<file path="src/rtl/mem_access_stage_pkg.sv">
// Shared definitions for the MIPS64 memory-access stage: control-bus bit
// indices, access-size encodings, FSM state encodings and lane helpers.
package mem_access_stage_pkg;

  localparam int MA_CTRL_BITS  = 6;

  localparam int CTL_MEM_READ  = 0;
  localparam int CTL_MEM_WRITE = 1;
  localparam int CTL_SIZE_LO   = 2;
  localparam int CTL_SIGN_EXT  = 4;
  localparam int CTL_REG_WRITE = 5;

  localparam logic [1:0] MA_SZ_B = 2'd0;
  localparam logic [1:0] MA_SZ_H = 2'd1;
  localparam logic [1:0] MA_SZ_W = 2'd2;
  localparam logic [1:0] MA_SZ_D = 2'd3;

  localparam logic [0:0] ST_IDLE = 1'b0;
  localparam logic [0:0] ST_BUSY = 1'b1;

  // Low address bits that must be zero for a naturally aligned access.
  function automatic logic [2:0] size_mask(input logic [1:0] size);
    case (size)
      MA_SZ_B: size_mask = 3'b000;
      MA_SZ_H: size_mask = 3'b001;
      MA_SZ_W: size_mask = 3'b011;
      default: size_mask = 3'b111;
    endcase
  endfunction

  function automatic logic [7:0] size_base_en(input logic [1:0] size);
    case (size)
      MA_SZ_B: size_base_en = 8'h01;
      MA_SZ_H: size_base_en = 8'h03;
      MA_SZ_W: size_base_en = 8'h0F;
      default: size_base_en = 8'hFF;
    endcase
  endfunction

endpackage

</file>
<file path="src/rtl/ma_lane_align.sv">
// Little-endian lane steering for the memory-access stage: byte enables,
// store-data shifting and load extraction with sign/zero extension.
module ma_lane_align
  import mem_access_stage_pkg::*;
#(
  parameter int WIDTH = 64
) (
  input  logic [2:0]       off_raw,
  input  logic [1:0]       size,
  input  logic             sign_ext,
  input  logic [WIDTH-1:0] st_data,
  input  logic [WIDTH-1:0] rd_data,
  output logic [7:0]       byte_en,
  output logic [WIDTH-1:0] st_lane,
  output logic [WIDTH-1:0] ld_data
);

  logic [2:0]       off;
  logic [WIDTH-1:0] rd_shift;

  always_comb begin
    // Misaligned offsets are rounded down to the access size boundary.
    off      = off_raw & ~size_mask(size);
    byte_en  = size_base_en(size) << off;
    st_lane  = st_data << {off, 3'b000};
    rd_shift = rd_data >> {off, 3'b000};
    ld_data  = rd_shift;
    case (size)
      MA_SZ_B: ld_data = {{(WIDTH-8){sign_ext & rd_shift[7]}}, rd_shift[7:0]};
      MA_SZ_H: ld_data = {{(WIDTH-16){sign_ext & rd_shift[15]}}, rd_shift[15:0]};
      MA_SZ_W: ld_data = {{(WIDTH-32){sign_ext & rd_shift[31]}}, rd_shift[31:0]};
      default: ld_data = rd_shift;
    endcase
  end

endmodule

</file>
<file path="src/rtl/mem_access_stage.sv">
// MIPS64 memory-access stage: IDLE/BUSY FSM driving a req/ack data-memory port
// and registered write-back outputs. Optional feature: MA_MISALIGN_CHECK_EN.
// Handshake: p_DM_Req stays high with We/Addr/WData/ByteEn stable until the
// cycle p_DM_Ack is seen; upstream is held (p_MA_Stall) for every BUSY cycle.
module mem_access_stage
  import mem_access_stage_pkg::*;
#(
  parameter int WIDTH        = 64,
  parameter int ADDR         = 5,
  parameter int MA_CTRL_SIZE = MA_CTRL_BITS
) (
  input  logic                    p_clk,
  input  logic                    p_reset,
  input  logic                    p_MA_Valid,
  input  logic [MA_CTRL_SIZE-1:0] p_MA_Ctrl_Bus,
  input  logic [WIDTH-1:0]        p_MA_ALUResult,
  input  logic [WIDTH-1:0]        p_MA_WriteData,
  input  logic [ADDR-1:0]         p_MA_WriteAddress,
  output logic                    p_MA_Stall,
  output logic                    p_DM_Req,
  output logic                    p_DM_We,
  output logic [WIDTH-1:0]        p_DM_Addr,
  output logic [WIDTH-1:0]        p_DM_WData,
  output logic [7:0]              p_DM_ByteEn,
  input  logic                    p_DM_Ack,
  input  logic [WIDTH-1:0]        p_DM_RData,
  output logic                    p_MA_WB_Valid,
  output logic                    p_MA_WB_RegWrite,
  output logic [WIDTH-1:0]        p_MA_WB_Data,
  output logic [ADDR-1:0]         p_MA_WB_Addr,
`ifdef MA_MISALIGN_CHECK_EN
  output logic                    p_MA_AddrErr,
`endif
  output logic [0:0]              dbg_state
);

  logic [0:0]              state;
  logic [WIDTH-1:0]        cap_addr;
  logic [WIDTH-1:0]        cap_wdata;
  logic [MA_CTRL_SIZE-1:0] cap_ctrl;
  logic [ADDR-1:0]         cap_waddr;
  logic                    busy;
  logic                    in_mem_op;
  logic [7:0]              lane_be;
  logic [WIDTH-1:0]        lane_wdata;
  logic [WIDTH-1:0]        lane_load;

  assign busy      = (state == ST_BUSY);
  assign in_mem_op = p_MA_Ctrl_Bus[CTL_MEM_READ] | p_MA_Ctrl_Bus[CTL_MEM_WRITE];
  assign dbg_state = state;

`ifdef MA_MISALIGN_CHECK_EN
  logic in_misaligned;
  logic addr_err_q;
  assign in_misaligned = (p_MA_ALUResult[2:0] &
                          size_mask(p_MA_Ctrl_Bus[CTL_SIZE_LO +: 2])) != 3'b000;
  assign p_MA_AddrErr  = addr_err_q;
`endif

  ma_lane_align #(.WIDTH(WIDTH)) u_lane (
    .off_raw (cap_addr[2:0]),
    .size    (cap_ctrl[CTL_SIZE_LO +: 2]),
    .sign_ext(cap_ctrl[CTL_SIGN_EXT]),
    .st_data (cap_wdata),
    .rd_data (p_DM_RData),
    .byte_en (lane_be),
    .st_lane (lane_wdata),
    .ld_data (lane_load)
  );

  // Memory port is quiet outside BUSY so reset and idle both present zeros.
  assign p_MA_Stall  = busy;
  assign p_DM_Req    = busy;
  assign p_DM_We     = busy & cap_ctrl[CTL_MEM_WRITE];
  assign p_DM_Addr   = busy ? {cap_addr[WIDTH-1:3], 3'b000} : '0;
  assign p_DM_WData  = busy ? lane_wdata : '0;
  assign p_DM_ByteEn = busy ? lane_be : 8'h00;

  always_ff @(posedge p_clk or posedge p_reset) begin
    if (p_reset) begin
      state            <= ST_IDLE;
      cap_addr         <= '0;
      cap_wdata        <= '0;
      cap_ctrl         <= '0;
      cap_waddr        <= '0;
      p_MA_WB_Valid    <= 1'b0;
      p_MA_WB_RegWrite <= 1'b0;
      p_MA_WB_Data     <= '0;
      p_MA_WB_Addr     <= '0;
`ifdef MA_MISALIGN_CHECK_EN
      addr_err_q       <= 1'b0;
`endif
    end else begin
      p_MA_WB_Valid <= 1'b0;
`ifdef MA_MISALIGN_CHECK_EN
      addr_err_q    <= 1'b0;
`endif
      case (state)
        ST_IDLE: begin
          if (p_MA_Valid) begin
            if (!in_mem_op) begin
              p_MA_WB_Valid    <= 1'b1;
              p_MA_WB_RegWrite <= p_MA_Ctrl_Bus[CTL_REG_WRITE];
              p_MA_WB_Data     <= p_MA_ALUResult;
              p_MA_WB_Addr     <= p_MA_WriteAddress;
            end
`ifdef MA_MISALIGN_CHECK_EN
            else if (in_misaligned) begin
              addr_err_q <= 1'b1;
            end
`endif
            else begin
              cap_addr  <= p_MA_ALUResult;
              cap_wdata <= p_MA_WriteData;
              cap_ctrl  <= p_MA_Ctrl_Bus;
              cap_waddr <= p_MA_WriteAddress;
              state     <= ST_BUSY;
            end
          end
        end
        default: begin
          if (p_DM_Ack) begin
            p_MA_WB_Valid    <= 1'b1;
            p_MA_WB_RegWrite <= cap_ctrl[CTL_REG_WRITE];
            p_MA_WB_Data     <= cap_ctrl[CTL_MEM_READ] ? lane_load : cap_addr;
            p_MA_WB_Addr     <= cap_waddr;
            state            <= ST_IDLE;
          end
        end
      endcase
    end
  end

endmodule

</file>
<file path="config.mk">
export PLATFORM = sky130hd
export DESIGN_NAME = mem_access_stage
export DESIGN_NICKNAME = d
export VERILOG_FILES = /design/src/rtl/mem_access_stage_pkg.sv /design/src/rtl/ma_lane_align.sv /design/src/rtl/mem_access_stage.sv
export SDC_FILE = /design/constraint.sdc
export NUM_CORES = 1
export LEC_CHECK = 0
export BUFFER_PORTS_ARGS = -buffer_cell sky130_fd_sc_hd__buf_2
export CAP_MARGIN = 5
export CORE_ASPECT_RATIO = 1.75
export CORE_MARGIN = 1.5
export CORE_UTILIZATION = 35
export CTS_CLUSTER_DIAMETER = 40
export DETAILED_ROUTE_END_ITERATION = 12
export GPL_TIMING_DRIVEN = 1
export PLACE_DENSITY = 0.69
export SETUP_SLACK_MARGIN = 0.1
export SLEW_MARGIN = 20
export SYNTH_ARGS = -nofsm -noshare
export SYNTH_HDL_FRONTEND = slang
export SYNTH_SLANG_ARGS = --single-unit
</file>
<file path="constraint.sdc">
create_clock -name p_clk -period 7.1 [get_ports p_clk]
set_input_delay 1.42 -clock p_clk [delete_from_list [all_inputs] [get_ports p_clk]]
set_output_delay 1.42 -clock p_clk [all_outputs]
set_load 0.005 [all_outputs]
</file>
==> impl_metrics.toml <==
[run_status]
status = "completed"

[clocking]
clk_latency_ns = 0.56
cts_setup_buffers = 0
cts-hold-fix-buffers = 0
htreeDepth = 1
post_cts_resized = 0
clockBufferDepth = 3
cts_buffers = 29
cts.root.buffer_cell = "clkbuf_16"
numClockSinks = 211
tritoncts = "done"
clk_pin_slew_ns = 0.06

[yosys]
yosysSeqAreaShare_pct = 40.59
avgSynthCellArea_um2 = 9.571
syn_area_um2 = 13010
ys_async_sr_fraction_pct = 100.0
synth_edf_count = 0
synth_flop_cell = "dfrtp_1"
synth-seq-cells = 211
ys_types = 60
syn_inst = 1359
ys_warn_count = 0

[floorplanning]
pin_count = 418
start_util_pct = 35.37
core_area_um2 = 36770
die_h_um = 258.0
die_area_um2 = 38380
rows = 93
die_w_um = 148.7

[layout]
multi_input_area_um2 = 7229
filler_cell_count = 3623
final_util_pct = 44.72
drive_gt1_share_pct = 39.57
regArea_um2 = 5284
syn_to_final_growth_pct = 26.41
fin_nets = 1912

[placed_design]
globalplace.congestion = 0.9025
port_buffers = 414
dp_hpwl_um = 39740
dp_slack_ns = 2.219

[routing]
wl_per_cell_um = 24.66
drc = 0
num_vias = 12650
vias_per_cell = 5.712
drt-initial-drc-count = 942
ant_nets = 0
routed_wl_um = 54610
drtPass1Iterations = 5

[grt]
grt_usage_pct = 27.68
grt_overflow = 0
grt_pass1_vias = 12690
antenna_found_initial = 20
grt_pass1_wl_um = 79940
grt_max_degree = 120

[critical_path]
critPathRequiredTime_ns = 5.68
end_kind = "primary output"
critPathKind = "reg -> out"
cp.arrival_ns = 4.15
crit_path_max_fanout = 39
cp-start-kind = "flip-flop"

[timing]
min_period_ns = 5.569
fmax_mhz = 179.6
finalWorstSetupSlack_ns = 1.531
drv_slew = 0
skew_ns = 0.01296
worst_pin_slew_ns = 1.150
rsz0062_at_grt = "false"
setup_tns_ns = 0
setup_violations = 0
fin_crit_sh_pct = 78.43
relSlewSlack_pct = 22.27
hold_viol = 0

[min_path]
hold_path.class = "reg -> reg"

[power]
p_leak_nw = 7.598
p_total_mw = 5.645
ir_drop_uv = 205.6
p_per_area_nw_per_um2 = 343.3

[job]
maxCapViolations = 0
## metrics by stage
stage,hold WS (ns),instance area [um^2],instances
6_report,0.4757,16440,2215
4_1_cts,0.4802,16370,2199
2_1_floorplan,0.4721,13020,1361
3_5_place_dp,0.4670,15390,2147
5_1_grt,0.4981,16440,2213
3_3_place_gp,0.4591,15390,2147
## sequential cells by signal (all words and copies together), names as in the netlist
register,cells
cap_addr,64
cap_wdata,64
p_MA_WB_Data,64
cap_ctrl,6
cap_waddr,5
p_MA_WB_Addr,5
dbg_state,1
p_MA_WB_RegWrite,1
p_MA_WB_Valid,1
## area by class of cell
cell class                 count  share of cell area (%)
sequential                   211                   32.13
antenna                       14                  0.2131
clock inverter                20                   1.370
tap                          475                   3.614
timing repair buffer         439                   13.97
clock buffer                  32                   4.543
multi-input combinational   1018                   43.97
inverter                       6                  0.1902
## synth_stat cells, types with 3 or more instances
cell	count	share of area (%)
o22ai_1	11	0.53
nor3b_1	3	0.17
mux4_2	12	2.1
a31oi_1	18	0.87
buf_2	8	0.31
a211o_1	16	1.1
mux2_2	144	12
o211ai_1	14	0.81
buf_6	5	0.43
buf_1	16	0.46
or3_1	3	0.14
a221oi_1	14	0.94
or4_1	3	0.17
o21ai_1	4	0.15
mux2i_1	68	5.2
nand3_1	26	1.0
nand2_1	132	3.8
o21ai_0	57	2.2
a21oi_1	98	3.8
o31ai_1	5	0.29
dfrtp_1	211	41
buf_4	5	0.29
a22oi_1	11	0.63
o221ai_1	6	0.40
a221o_1	8	0.62
clkbuf_1	92	2.7
nor3_1	41	1.6
nor2_1	93	2.7
o2111ai_1	6	0.40
a211oi_1	3	0.17
nand2b_1	3	0.14
and3_1	33	1.6
and2_1	81	3.9
nor2b_1	53	2.5
a221oi_2	20	2.3
inv_1	6	0.17
## placed cells by master (no fill, tap or decap), types with 4 or more instances in the layout
cell / netlist / layout
buf_2: 8 / 414
dfrtp_1: 211 / 210
mux2_2: 144 / 144
nand2_1: 132 / 132
a21oi_1: 98 / 98
nor2_1: 93 / 91
and2_1: 81 / 81
mux2i_1: 68 / 68
o21ai_0: 57 / 57
nor2b_1: 53 / 52
nor3_1: 41 / 41
and3_1: 33 / 33
clkbuf_16: 0 / 29
nand3_1: 26 / 26
buf_4: 5 / 22
a221oi_2: 20 / 20
a31oi_1: 18 / 17
a211o_1: 16 / 16
diode_2: 0 / 14
a221oi_1: 14 / 14
o211ai_1: 14 / 14
mux4_2: 12 / 12
o22ai_1: 11 / 11
a22oi_1: 11 / 11
a221o_1: 8 / 8
o2111ai_1: 6 / 6
o221ai_1: 6 / 6
clkinv_4: 0 / 6
o31ai_1: 5 / 5
clkinv_2: 0 / 5
o21ai_1: 4 / 4
## power breakdown
group | internal (mW) | leakage (nW) | switching, mW
sequential | 1.57 | 2.47 | 0.320
clock | 0.879 | 0.477 | 0.606
combinational | 0.999 | 4.65 | 1.27
## critical path, cell delays in order, from the launching register on
cell and delay (ns):
dfrtp_1 0.78, buf_4 0.41, a21bo_2 0.75, nand2_1 0.70, nor2b_1 0.60, and2_1 0.21
buf_2 0.11
## final timing paths
kind | start | endpoint | slack (ns) | depth (start not counted)
max | cap_ctrl[3] | p_DM_WData[7] | 1.53 | 6
min | p_MA_WB_Addr[0] | p_MA_WB_Addr[0] | 0.48 | 2
max reg2reg | cap_ctrl[3] | p_MA_WB_Data[3] | 3.28 | 8
min reg2reg | p_MA_WB_Addr[0] | p_MA_WB_Addr[0] | 0.48 | 2
max in group asynchronous | p_reset | cap_addr[28] | 5.04 | 4
min in group asynchronous | p_reset | p_MA_WB_Data[42] | 0.82 | 2
## logic make-up (layout without fill, tap and decap cells)
group / Yosys count / count (layout) / synth area share (%)
other: 1 / 17 / 0.02883
DFF: 211 / 211 / 40.59
AOI/OAI and AO/OA: 308 / 308 / 16.38
and+or+nand+nor: 481 / 481 / 18.50
muxes: 226 / 226 / 20.18
buffers and inverters: 132 / 497 / 4.319
## layer usage
layer	wire length, um	vias to the layer above	track usage [%]
li1	-	5650	-
met1	19670	6203	31.54
met2	27590	633	47.61
met3	3537	153	4.258
met4	3719	14	18.18
met5	88	-	0
(Power assumes the default switching activity.)
